--- src/rtl/rda_sum_stage.sv ---
// rda_sum_stage: output stage of the 8-bit recursive doubling adder.
// Takes the carry-status vector fed into the prefix circuit (x_in) and the
// resolved vector it returns (y_in), pipelines them through a capture stage
// and a result stage, and presents sum/cout/ovf/zero with valid/ready flow.
// Ports:
//   clk, rst_n            clock, asynchronous active-low reset
//   in_valid, in_ready    upstream handshake for x_in/y_in
//   x_in[17:0]            9 status pairs, pair i = bits [2i+1:2i]
//   y_in[17:0]            resolved carries for pairs 0..7, pair 8 passthrough
//   out_valid, out_ready  downstream handshake for the result
//   sum, cout, ovf, zero  result and flags
//   err                   sticky: some delivered operation had an unresolved pair
//   res_count             saturating count of delivered results
module rda_sum_stage #(
    parameter int CNT_W = 16
) (
    input  logic             clk,
    input  logic             rst_n,
    input  logic             in_valid,
    output logic             in_ready,
    input  logic [17:0]      x_in,
    input  logic [17:0]      y_in,
    output logic             out_valid,
    input  logic             out_ready,
    output logic [7:0]       sum,
    output logic             cout,
    output logic             ovf,
    output logic             zero,
    output logic             err,
    output logic [CNT_W-1:0] res_count
);
    logic       s1_valid, s1_g7, s1_bad;
    logic [7:0] s1_c, s1_p;
    logic [7:0] c_in, p_in;
    logic       bad_in, s2_adv, accept, hs;
    logic [7:0] nsum;
    logic       ncout;
    always_comb begin
        c_in   = '0;
        p_in   = '0;
        bad_in = 1'b0;
        for (int j = 0; j < 8; j++) begin
            c_in[j] = y_in[2*j+1];
            p_in[j] = x_in[2*j+3] ^ x_in[2*j+2];
            // a resolved pair is 00 or 11; anything else means the prefix circuit left it open
            bad_in  = bad_in | (y_in[2*j+1] ^ y_in[2*j]);
        end
    end
    assign s2_adv   = s1_valid & (~out_valid | out_ready);
    assign in_ready = ~s1_valid | s2_adv;
    assign accept   = in_valid & in_ready;
    assign hs       = out_valid & out_ready;
    assign nsum     = s1_p ^ s1_c;
    assign ncout    = s1_g7 | (s1_p[7] & s1_c[7]);
    always_ff @(posedge clk or negedge rst_n) begin
        if (!rst_n) begin
            s1_valid <= 1'b0;
            s1_c     <= '0;
            s1_p     <= '0;
            s1_g7    <= 1'b0;
            s1_bad   <= 1'b0;
        end else if (accept) begin
            s1_valid <= 1'b1;
            s1_c     <= c_in;
            s1_p     <= p_in;
            s1_g7    <= x_in[17] & x_in[16];
            s1_bad   <= bad_in;
        end else if (s2_adv) begin
            s1_valid <= 1'b0;
        end
    end
    always_ff @(posedge clk or negedge rst_n) begin
        if (!rst_n) begin
            out_valid <= 1'b0;
            sum       <= '0;
            cout      <= 1'b0;
            ovf       <= 1'b0;
            zero      <= 1'b0;
            err       <= 1'b0;
            res_count <= '0;
        end else begin
            if (s2_adv) begin
                out_valid <= 1'b1;
                sum       <= nsum;
                cout      <= ncout;
                ovf       <= s1_c[7] ^ ncout;
                zero      <= ~|nsum;
                err       <= err | s1_bad;
            end else if (hs) begin
                out_valid <= 1'b0;
            end
            if (hs && !(&res_count))
                res_count <= res_count + CNT_W'(1);
        end
    end
endmodule

--- config.mk ---
export PLATFORM = sky130hd
export DESIGN_NAME = rda_sum_stage
export DESIGN_NICKNAME = d
export VERILOG_FILES = /design/src/rtl/rda_sum_stage.sv
export SDC_FILE = /design/constraint.sdc
export NUM_CORES = 1
export LEC_CHECK = 0
export CAP_MARGIN = 25
export CORE_ASPECT_RATIO = 0.7
export CORE_MARGIN = 10
export CORE_UTILIZATION = 46
export CTS_CLUSTER_DIAMETER = 60
export CTS_CLUSTER_SIZE = 30
export DETAILED_ROUTE_END_ITERATION = 12
export PLACE_DENSITY = 0.91
export SKIP_CTS_REPAIR_TIMING = 1
export SYNTH_ARGS = -nofsm -noshare
export SYNTH_HDL_FRONTEND = slang
export SYNTH_SLANG_ARGS = --single-unit
--- constraint.sdc ---
create_clock -name clk -period 1.9 [get_ports clk]
set_input_delay 0.285 -clock clk [delete_from_list [all_inputs] [get_ports clk]]
set_output_delay 0.285 -clock clk [all_outputs]
set_load 0.01 [all_outputs]
==> flow_metrics.tcl <==
set metrics [dict create \
    first_global_vias 1648 \
    numCtsBuffers 5 \
    path_cells "clkdlybuf4s50_1 > nand3b_1 > clkdlybuf4s50_1" \
    ir_worst_vdd_uv 414.2 \
    htree_levels 2 \
    grt_max_degree 35 \
    dieArea_mm2 0.008038 \
    cp_common_cell "clkdlybuf4s50_1" \
    worstHoldPathType "input port to asynchronous set/reset pin" \
    drive_gt1_frac 0.1353 \
    routedWlPerCell_um 14.72 \
    synth_top_cell_by_area "dfrtp_1" \
    io_pins 70 \
    clock-sinks 48 \
    root_buffer "clkbuf_8" \
    fmax_ghz 0.5511 \
    pwr-share-seq 0.447 \
    setup_viol 0 \
    end_kind "output pin" \
    max-slew-margin-rel 0.5934 \
    die-height_um 78.07 \
    clock_latency_ns 0.30 \
    coreArea_mm2 0.004730 \
    synthesis.area_mm2 0.002216 \
    vias_per_cell 5.037 \
    cp_slowest_cell "clkdlybuf4s50_1" \
    yosysMostFrequentCell "dfrtp_1" \
    synthArstFlopShare 1.000 \
    hold_slack_ns 0.4181 \
    p_sw_w 0.0009036 \
    syn_area_per_cell_um2 11.66 \
    grt_remaining_overflow 0 \
    synthCells 190 \
    synthFlopType "dfrtp_1" \
    start_util 0.4685 \
    cp.arrival_ns 1.53 \
    grt_pass1_wl_um 7983 \
    cp.required_ns 1.62 \
    postRouteAntennaNets 0 \
    synth_cell_types 30 \
    powerDensity_mw_per_mm2 997.3 \
    setup_tns_ns 0 \
    vias 1627 \
    antennaDiodeCount 0 \
    maxSlewViolCount 0 \
    maxCapViolCount 0 \
    synth_edf_count 0 \
    synth.area.top_cells "dfrtp_1 (54%), xnor2_1 (11%), mux2_2 (6.1%)" \
    drt_wl_total_um 4753 \
    p_comb_frac 0.304 \
    nNetsFinal 308 \
    yosysSeqAreaShare 0.5421 \
    status "completed" \
    first_pass_iters 4 \
    internal_power_w 0.002206 \
    pwr-share-clk 0.249 \
    hold_violations 0 \
    switching_share 0.2906 \
    syn-num-nets 233 \
    finalCritPeriodShare 0.9550 \
    gp_congestion 0.8211 \
    clock_skew_ns 0.005933 \
    dp_cells 314 \
    placement.io_buffers 65 \
    setup_ws_ns 0.08542 \
    fin_crit_ns 1.815 \
    synth-warning-count 0 \
    track_usage 0.1238 \
    critPathTopFamily "buffers and inverters" \
    dpl.hpwl_um 3814 \
    row_count 21 \
    yosys-top-cells-count "dfrtp_1 (48), xnor2_1 (27), nand2_1 (23)" \
    path_max_fanout 4 \
    antenna_found_initial 0 \
    slowest_delay_ns 0.55 \
    crit_buf_inv 2 \
    critPathKind "input port to output pin" \
    dp_slack_ns -0.001291 \
    clk_pin_slew_worst_paths_ns 0.08 \
    drc 0 \
    worst_pin_slew_ns 0.6079 \
    synth_seq_cells 48 \
    clockBufferDepth 2 \
    cp-start-kind "input port" \
    yosysTopAreaCellShare 0.5421 \
    p_leak_nw 1.308 \
    instances_no_fill 323 \
    syn_to_final_growth_pct 40.71 \
    cts_tree "built" \
    rsz0062_at_grt "no" \
    drt_iter0_drc 77 \
    die_w_um 103.0 \
]
## power groups by stage
stage          Sequential, W  Combinational [W]  Clock [W]
2_1_floorplan        0.00147           0.000358          0
3_3_place_gp         0.00140           0.000933          0
3_5_place_dp         0.00141           0.000962          0
4_1_cts              0.00139           0.000966   0.000790
5_1_grt              0.00143            0.00103   0.000830
6_report             0.00139           0.000945   0.000775
## worst register-to-register path: cells and delay by family (launching register included)
family	cells	cell delay [ns]
simple gates	1	0.21
compound gates	1	0.68
flops	1	0.44
mux	1	0.35
## layer usage
layer | GRT usage | share of wire | vias to the layer above
li1 | - | - | 805
met1 | 0.1592 | 0.46 | 770
met2 | 0.1876 | 0.46 | 48
met3 | 0.05687 | 0.080 | 4
met4 | 0.02493 | 0.0053 | 0
met5 | 0 | 0 | -
## placed cells by master, fill, tap and decap left out, types with 2 or more instances in the layout
| master | Yosys | layout |
|---|---|---|
| buf_12 | 0 | 2 |
| buf_4 | 0 | 4 |
| clkbuf_8 | 0 | 6 |
| clkdlybuf4s50_1 | 0 | 64 |
| dfrtp_1 | 48 | 48 |
| ha_1 | 3 | 3 |
| inv_1 | 3 | 3 |
| mux2_2 | 12 | 12 |
| nand2_1 | 23 | 23 |
| nand2b_1 | 3 | 3 |
| nand3_1 | 6 | 6 |
| nand4_1 | 6 | 6 |
| nand4b_1 | 2 | 2 |
| nor2_1 | 8 | 8 |
| nor3_1 | 4 | 4 |
| nor4_1 | 2 | 2 |
| o21ai_0 | 17 | 17 |
| xnor2_1 | 27 | 27 |
| xor2_1 | 9 | 9 |
## cell type report
cell class                      instances  area [um^2]
Tap cell                               57        71.32
Clock buffer                            6        82.58
Clock inverter                          2        38.79
Multi-Input combinational cell        135        987.2
Timing Repair Buffer                   72        725.7
Sequential cell                        48         1201
Fill cell                             366         1612
Inverter                                3        11.26
## stage by stage
| step | area (um^2) | utilization | total power, W |
|---|---|---|---|
| 2_1_floorplan | 2216 | - | 0.001826 |
| 3_3_place_gp | 2987 | 0.6315 | 0.002334 |
| 4_1_cts | 3108 | 0.6571 | 0.003148 |
| 5_1_grt | 3118 | 0.6593 | 0.003290 |
| 3_5_place_dp | 2987 | 0.6315 | 0.002376 |
| 6_report | 3118 | 0.6593 | 0.003110 |
## path summary, 6_finish.rpt
kind	endpoint	start	depth (start not counted)	slack, ns
worst min register to register	err	err	1	0.49
worst min-delay path	res_count[10]	rst_n	2	0.42
max in group asynchronous	sum[2]	rst_n	3	0.99
worst max register to register	res_count[1]	res_count[5]	3	0.12
worst max-delay path	in_ready	out_ready	3	0.09
min in group clk	err	err	1	0.49
## kinds of logic (layout without fill, tap and decap cells)
family,count (synthesis),after routing,synth area share
compound gates,21,21,0.06155
xor+xnor,36,36,0.1423
fa+ha+maj,3,3,0.01694
buf+inv,7,83,0.01242
flops,48,48,0.5421
mux,13,13,0.06776
simple gates,62,62,0.1570
## sequential cells by signal, indices dropped and copies added (netlist names), 8 cells and up
signal	cells
sum	8
s1_p	8
s1_c	8
res_count	16
(Power assumes the default switching activity.)
==> variant: new RTL, same settings <==
Reset style: synchronous (`rst_n`), changed in 2 clocked blocks. Comments in the files are not updated.
--- a/src/rtl/rda_sum_stage.sv
+++ b/src/rtl/rda_sum_stage.sv
@@ -52,7 +52,7 @@
     assign hs       = out_valid & out_ready;
     assign nsum     = s1_p ^ s1_c;
     assign ncout    = s1_g7 | (s1_p[7] & s1_c[7]);
-    always_ff @(posedge clk or negedge rst_n) begin
+    always_ff @(posedge clk) begin
         if (!rst_n) begin
             s1_valid <= 1'b0;
             s1_c     <= '0;
@@ -69,7 +69,7 @@
             s1_valid <= 1'b0;
         end
     end
-    always_ff @(posedge clk or negedge rst_n) begin
+    always_ff @(posedge clk) begin
         if (!rst_n) begin
             out_valid <= 1'b0;
             sum       <= '0;
Check against the original RTL: differs if rst_n is asserted again (counterexample within 4 cycles, from zero or initial values and one cycle with rst_n low); with rst_n held inactive, the same outputs for 10 cycles.
==> variant against the unedited design <==
Wire length rose by 15%; synthesized area decreased by 0.90%; clock skew grew 0.0098 ns; sequential cell count unchanged; maximum frequency down 1.3%; synthesized cell count is 27% higher; setup slack worse by 0.024 ns; worst hold slack better by 0.050 ns; cell area is 1.6% lower; largest cell class is now multi-input gates.
Power is not compared: it rests on default switching activity, and its combinational part moved more than twofold at a synthesized area within 25%.
==> variant: results (changes against the unedited design) <==
- Status: completed
- Post-synth ARST share: 0% (-100 points)
- Largest net degree at the start of global routing: 45 (+29%)
- Clock latency on the worst-skew pair: 0.31 ns
- CTS root buf: clkbuf_8
- Max FFs per register: 16 (unchanged)
- DR vias/cell: 5.26 (+4.4%)
- Sequential area share after synthesis: 43.8% (-10 points)
- Placer Congestion: 0.839 (+2.1%)
- Worst Hold Class: flip-flop to flip-flop
- Crit path max fanout: 4 (unchanged)
- Peak VDD IR: 758 uV
- Worst Max-Slew Pin Slew: 0.456 ns (-0.152 ns)
- H-tree depth: 2 (unchanged)
- Dpl ws: 0.0146 ns (+0.0159 ns)
- Top cells by area, synth: dfxtp_1 44%, xor2_1 6.8%, nor2_1 6.7%
- Vias in the first global route: 1856 (+13%)
- Filler cells: 348 (-4.9%)
- Total GRT Usage: 13.9% (+1.5 points)
- Worst clock skew: 0.0157 ns (+0.00978 ns)
- Slowest Stage Delay on Critical Path: 0.50 ns (-0.05 ns)
- DP Area: 0.00293 mm^2 (-2.1%)
- WL/cell: 15.0 um (+1.6%)
- CTS Buffer Depth: 2 (unchanged)
- IO buf count: 65 (unchanged)
- Post-DP HPWL: 4270 um (+12%)
- Biggest register: res_count
- Syn nets: 285 (+22%)
- CP max-delay cell: clkdlybuf4s50_1
- Synth cell count leaders: 48 x dfxtp_1, 39 x nor2_1, 28 x nand2_1
- Yosys warning count: 0 (unchanged)
- Initial antenna violation count: 0 (unchanged)
- Final net count: 352 (+14%)
- Initial DRC Count: 124 (+61%)
- Antenna diodes: 0 (unchanged)
- Cts bufs inserted: 5 (unchanged)
- Clock-pin slew on the worst setup and hold paths: 0.09 ns
- TritonRoute pass-1 iters: 4 (unchanged)
- Unique cell type count in the Yosys netlist: 40 (+33%)
- Worst EP arrival: 1.55 ns (+0.02 ns)
- Pleak: 0.00118 uW
- Global-route wire length before repair: 8990 um (+13%)
- Share of cells above drive strength 1: 8.39% (-5.1 points)
- Delay-heaviest family, CP: buffers and inverters
==> variant: layout make-up <==
cell class	instances	share of cell area, %
multi-input combinational	180	38.4
sequential	48	31.3
timing repair buffer	72	23.8
clock buffer	6	2.69
tap	55	2.24
clock inverter	2	1.26
inverter	2	0.245
==> variant: path summary, 6_finish.rpt <==
check               startpoint           end  slack (ns)  cells past startpoint
setup / recovery     out_ready      in_ready        0.06                      4
hold / removal           s1_g7         s1_g7        0.47                      2
setup reg to reg  res_count[0]  res_count[5]        0.15                      7
hold reg to reg          s1_g7         s1_g7        0.47                      2
==> variant: per-layer routing <==
layer / global-route usage [%] / vias up / share of wire [%]
li1: - / 975 / -
met3: 4.16 / 6 / 6.9
met5: 0 / - / 0
met2: 22.5 / 56 / 49
met4: 4.63 / 0 / 0.97
met1: 17.0 / 882 / 43
==> variant: metrics by stage <==
stage / util [%] / cells / TNS [ns]
2_1_floorplan: - / 242 / 0
3_3_place_gp: 65.3 / 357 / 0
3_5_place_dp: 65.3 / 357 / 0
4_1_cts: 68.0 / 365 / -0.00151
5_1_grt: 68.5 / 365 / 0
6_report: 68.5 / 365 / 0
==> variant: cells by family (layout without fill, tap and decap cells) <==
family          after synthesis  after routing  synth area share [%]
flops                        48             48                  43.8
mux                           4              4                  1.82
fa+ha+maj                     3              3                  1.71
simple gates                100            100                  23.2
xor+xnor                     32             32                  12.8
buf+inv                      14             82                  3.42
compound gates               41             41                  13.3
==> variant: worst register-to-register path, cell delays in order, from the launching register on <==
cell and delay [ns]:
dfxtp_1 0.35, ha_1 0.27, inv_1 0.10, nand4bb_4 0.15, buf_6 0.14, o21ai_4 0.10, or4_1 0.41, a21oi_1 0.15
==> variant: power by group <==
group          switching [uW]  leakage [uW]  total (uW)  internal, uW
Clock                     346     0.0000614         777           430
Sequential               28.7      0.000393        1080          1050
Combinational             136      0.000726         310           174
